## src/rtl/stream_demux1x2.sv

```systemverilog
// stream_demux1x2: steers each input beat to out0/out1 by in_sel through a one-entry registered buffer (1 clk latency).
// in_ready follows only the selected channel, so a stalled channel never blocks the other; STREAM_DEMUX_CNT_EN adds transfer counters.
module stream_demux1x2 #(
  parameter int DATA_W = 8,
  parameter int CNT_W  = 16
) (
  input  logic              clk,
  input  logic              rst,
  input  logic              in_valid,
  output logic              in_ready,
  input  logic              in_sel,
  input  logic [DATA_W-1:0] in_data,
  output logic              out0_valid,
  input  logic              out0_ready,
  output logic [DATA_W-1:0] out0_data,
  output logic              out1_valid,
  input  logic              out1_ready,
  output logic [DATA_W-1:0] out1_data,
  output logic [CNT_W-1:0]  out0_cnt,
  output logic [CNT_W-1:0]  out1_cnt
);

  logic ch0_free;
  logic ch1_free;
  logic acc0;
  logic acc1;

  // A full buffer still counts as free when its consumer drains it this cycle.
  assign ch0_free = !out0_valid || out0_ready;
  assign ch1_free = !out1_valid || out1_ready;

  assign in_ready = !rst && (in_sel ? ch1_free : ch0_free);

  assign acc0 = in_valid && in_ready && !in_sel;
  assign acc1 = in_valid && in_ready &&  in_sel;

  always_ff @(posedge clk or posedge rst) begin
    if (rst) begin
      out0_valid <= 1'b0;
      out0_data  <= '0;
    end else if (acc0) begin
      out0_valid <= 1'b1;
      out0_data  <= in_data;
    end else if (out0_ready) begin
      out0_valid <= 1'b0;
    end
  end

  always_ff @(posedge clk or posedge rst) begin
    if (rst) begin
      out1_valid <= 1'b0;
      out1_data  <= '0;
    end else if (acc1) begin
      out1_valid <= 1'b1;
      out1_data  <= in_data;
    end else if (out1_ready) begin
      out1_valid <= 1'b0;
    end
  end

`ifdef STREAM_DEMUX_CNT_EN
  logic [CNT_W-1:0] cnt0_q;
  logic [CNT_W-1:0] cnt1_q;

  // Counters wrap naturally at 2^CNT_W.
  always_ff @(posedge clk or posedge rst) begin
    if (rst) begin
      cnt0_q <= '0;
      cnt1_q <= '0;
    end else begin
      if (out0_valid && out0_ready) cnt0_q <= cnt0_q + 1'b1;
      if (out1_valid && out1_ready) cnt1_q <= cnt1_q + 1'b1;
    end
  end

  assign out0_cnt = cnt0_q;
  assign out1_cnt = cnt1_q;
`else
  assign out0_cnt = '0;
  assign out1_cnt = '0;
`endif

endmodule
```

## config.mk

```make
export PLATFORM = sky130hd
export DESIGN_NAME = stream_demux1x2
export DESIGN_NICKNAME = d
export VERILOG_FILES = /design/src/rtl/stream_demux1x2.sv
export SDC_FILE = /design/constraint.sdc
export NUM_CORES = 1
export LEC_CHECK = 0
export BUFFER_PORTS_ARGS = -buffer_cell sky130_fd_sc_hd__buf_4
export CAP_MARGIN = 20
export CORE_ASPECT_RATIO = 0.7
export CORE_MARGIN = 2
export CORE_UTILIZATION = 41
export DETAILED_ROUTE_END_ITERATION = 8
export PLACE_DENSITY = 0.85
export SYNTH_ARGS = -nofsm -noshare
export SYNTH_HDL_FRONTEND = slang
export SYNTH_SLANG_ARGS = --single-unit
```

## constraint.sdc

```tcl
create_clock -name clk -period 1.7 [get_ports clk]
set_clock_uncertainty 0.1 [all_clocks]
set_input_delay 0.34 -clock clk [delete_from_list [all_inputs] [get_ports clk]]
set_output_delay 0.34 -clock clk [all_outputs]
set_load 0.01 [all_outputs]
```

Word-level counts from Yosys, hierarchy flattened
Cells that the tools add are included.
- register bits: 18
- logic and storage cells: 21
- output and inout bits: 51
- bits of input ports: 14
- reductions and logical operators: 12
- muxes and demuxes: 5
- operator list (cell ; number):
    1-bit 2-to-1 mux ; 5
    1-bit logical AND ; 4
    1-bit logical NOT ; 4
    2-bit nonzero test ; 2
    1-bit logical OR ; 2

Longest topological paths before layout
- depth in word-level cells: 7
- gate-level depth with buffers: 4
- depth with buffers taken out: 3

Worst setup path after synthesis
OpenSTA, ideal clock, no wires.
- path type: flip-flop to flip-flop
- from: register out1_valid
- to: register out1_data[0]
- setup slack: 0.369 ns
- period minus slack after synthesis: 1.331 ns
- cell stages (with the launch flop): 5
- library setup time: 0.125 ns
- data arrival time: 1.106 ns
- path buffers: 1
- data required time: 1.475 ns
- path through: dfrtp_1 nand2b_4 and3_1 buf_6 mux2_4
- word-level cells in the longest chain between the ends: 6
- RTL lines (what ; RTL line ; RTL):
    start: declaration ; 16 ; output logic out1_valid,
    start signal: assignment ; 51 ; out1_valid <= 1'b0;
    start signal: assignment ; 54 ; out1_valid <= 1'b1;
    start signal: assignment ; 57 ; out1_valid <= 1'b0;
    1-bit logical NOT ; 30 ; assign ch1_free = !out1_valid || out1_ready;
    1-bit logical OR ; 30 ;
    1-bit 2-to-1 mux ; 32 ; assign in_ready = !rst && (in_sel ? ch1_free : ch0_free);
    1-bit logical AND ; 32 ;
    1-bit logical AND (2 in a row) ; 35 ; assign acc1 = in_valid && in_ready && in_sel;
    end signal: assignment ; 55 ; out1_data <= in_data;
    end: declaration ; 18 ; output logic [DATA_W-1:0] out1_data,
No other way between the ends.
A chain may end at the register's enable or synchronous reset.

Worst setup path in the final report
- from: register out0_valid
- to: output port in_ready
- word-level cells in the longest chain between the ends: 4
- RTL lines (what ; RTL line ; RTL):
    start: declaration ; 13 ; output logic out0_valid,
    start signal: assignment ; 39 ; out0_valid <= 1'b0;
    start signal: assignment ; 42 ; out0_valid <= 1'b1;
    start signal: assignment ; 45 ; out0_valid <= 1'b0;
    1-bit logical NOT ; 29 ; assign ch0_free = !out0_valid || out0_ready;
    1-bit logical OR ; 29 ;
    1-bit 2-to-1 mux ; 32 ;
    1-bit logical AND ; 32 ;
    end: declaration ; 10 ; output logic in_ready,
No other way between the ends.

==> metrics <==
chip height=45.1 µm; non-filler cells, final=around 150; Max VDD drop=between 0.7 and 0.8 mV; largest net degree at the start of global routing=19; switch share=between 20% and 30%; hold_buf cts=0; CP endpoint kind=output port; CTS tree=built; post-synth top area cell=dfrtp_1; port bufs=32; internal power=858 µW; Worst-path clk slew=~0.09 ns; total negative slack=0 ns; Clock Path Buffers=2; unrepaired setup endpoints after global routing=no; leakage=approximately 0.00064 µW; via count=around 560; number of inserted diodes=0; Crit-path slowest cell=dfrtp_1; first-pass GRT wire length=about 2600 µm; Die X=approximately 63 µm; Yosys cell types=15; clk sinks=18; crit path max fanout=3; Post-Syn Instances=79; Wirelength per Cell=roughly 11 µm; initial DRC count=4; vias per cell=between 3 and 4; CP Launch Type=flip-flop; Synth area leaders=dfrtp_1, buf_4, mux2_4; maximum clock rate=~640 MHz; dpl cells=~140; endpoints failing setup=0; maxcap violations=0; fin crit share=slightly above 90%; sequential fraction of the synthesis area=a little under half; CTS buffer count=3; WS Path Type=flip-flop to output port; Post-Syn Area=~990 µm²; drt total wl=1630 µm; sequential share of power=a little under half; Initial Utilization=between 40% and 50%; Core ar.=~2200 µm²; Adder-Cell Fraction of Synth Area=0%; Clk network pwr share=a little over a fifth; complex-gate fraction of the synthesized area=0%; post-synthesis simple-gate area fraction=under 10%; Top Ports=65; worst path cell trace=nand2b_1 -> mux2i_1 -> nor2_1 -> buf_4; antenna-violating nets left=0; Post-synth EDFFs=0; multiplexer share of the synthesized area=about 22%; post-CTS sizing=0; Overflow after GRT=0; fin crit period=1.57 ns; Slew headroom=between 50% and 60%; All-Layer GR Usage=12.0%; Sw Pwr=327 µW; die area=around 2800 µm²; total setup buffers inserted after CTS=0; run status=finished, final reports clean; HP Class=input port to async pin; Worst Path Required=roughly 1.3 ns; CTS H-tree depth=1; Clk Latency, worst-skew pair=between 0.2 and 0.3 ns; Post-Synth XOR/XNOR Area=0%; Critical Path AT=between 1 and 1.5 ns; clk root buf=clkbuf_4; path depth of the worst reg2reg path=4; main combinational cell family by area after synthesis=buffers and inverters; routability cong.=between 0.6 and 0.7; initial antenna violation count=0; post-synth top area share=45.5%; ys flop type=dfrtp_1; DR DRC count=0; synth warn=0; largest stage delay on the critical path=between 0.3 and 0.4 ns; Post-layout nets=129; syn avg cell area=roughly 13 µm²; row count=14; layout overhead on the synthesized area=20.3%; Pre-Repair DR Iteration Count=2; Async SR Flop Fraction=100%; #FFs+latches synth=18; Final Hold Fails=0; DP HPWL=~1400 µm; Least-Margin Pin Slew=between 0.6 and 0.7 ns; Power per Cell Area=roughly 1000 nW/µm²; number of global-route vias before repair=557; Gate power share=31.4%; Final Max Slew Viols=0; most frequent cells in the layout=conb_1, buf_4, dfrtp_1, mux2_2, mux2_4; proportion of layout cells with a drive suffix above 1=49.1%
[path summary, 6_finish.rpt]
check	start	end	slack [ns]
worst max-delay path	out0_valid	in_ready	0.13
worst max register to register	out1_valid	out1_data[0]	0.33
worst min register to register	out0_data[5]	out0_data[5]	0.41
min in group clk	in_data[4]	out1_data[4]	0.19
max in group asynchronous	rst	out0_data[7]	1.02
worst min-delay path	rst	out1_valid	0.06
[metal layers]
layer / vias up / global-route usage [%] / wire, µm / part of all wire, %
met5: - / 0 / 0 / 0
li1: 260 / - / - / -
met4: 0 / 1.33 / 0 / 0
met3: 0 / 4.99 / 123 / 7.6
met1: 273 / 13.9 / 623 / 38
met2: 28 / 22.2 / 881 / 54
[registers in the layout, summed over array words and instances, names as in the netlist]
| name | cells |
|---|---|
| out0_valid | 1 |
| out0_data | 8 |
| out1_data | 8 |
| out1_valid | 1 |
[Yosys cell counts (3+ instances only)]
cell / n
dfrtp_1: 18
buf_4: 32
mux2_2: 8
nand2_1: 3
mux2_4: 8
[worst max-delay path, delay by kind of cell, from the launching register on]
kind,cells,cell delay [ns]
buffers and inverters,1,0.13
flip-flops,1,0.39
multiplexers,1,0.10
AND/OR/NAND/NOR,2,0.23
[logic make-up after synthesis]
| logic type | after synthesis |
|---|---|
| buffers and inverters | 34 |
| flip-flops | 18 |
| multiplexers | 17 |
| AND/OR/NAND/NOR | 9 |
| other | 1 |
[cell type report]
cell class / instances / area, µm²
Tap cell: 32 / 40.0
Multi-Input combinational cell: 58 / 402
Sequential cell: 18 / 450
Fill cell: 207 / 1030
Clock buffer: 4 / 36.3
Timing Repair Buffer: 33 / 260
Inverter: 1 / 3.75
[power by group through the flow]
stage,Clock [µW],Sequential [µW],Combinational (µW)
finish,253,560,372
detailed placement,0,568,377
CTS,263,561,376
global route,284,572,401
floorplan,0,603,208
global placement,0,568,366
[through the flow]
| stage | power, µW | cell area, µm² | setup slack [ns] | hold WS [ns] | util [%] |
|---|---|---|---|---|---|
| after global placement | 934 | 1160 | 0.217 | 0.382 | 52.0 |
| after detailed placement | 944 | 1160 | 0.183 | 0.389 | 52.0 |
| after global routing | 1260 | 1190 | 0.0250 | 0.0995 | 53.6 |
| after floorplan | 810 | 1110 | 0.369 | 0.179 | - |
| final | 1180 | 1190 | 0.129 | 0.0603 | 53.6 |
| after CTS | 1200 | 1190 | 0.106 | 0.0677 | 53.6 |
Note: power is estimated with default switching activity, not from simulation.
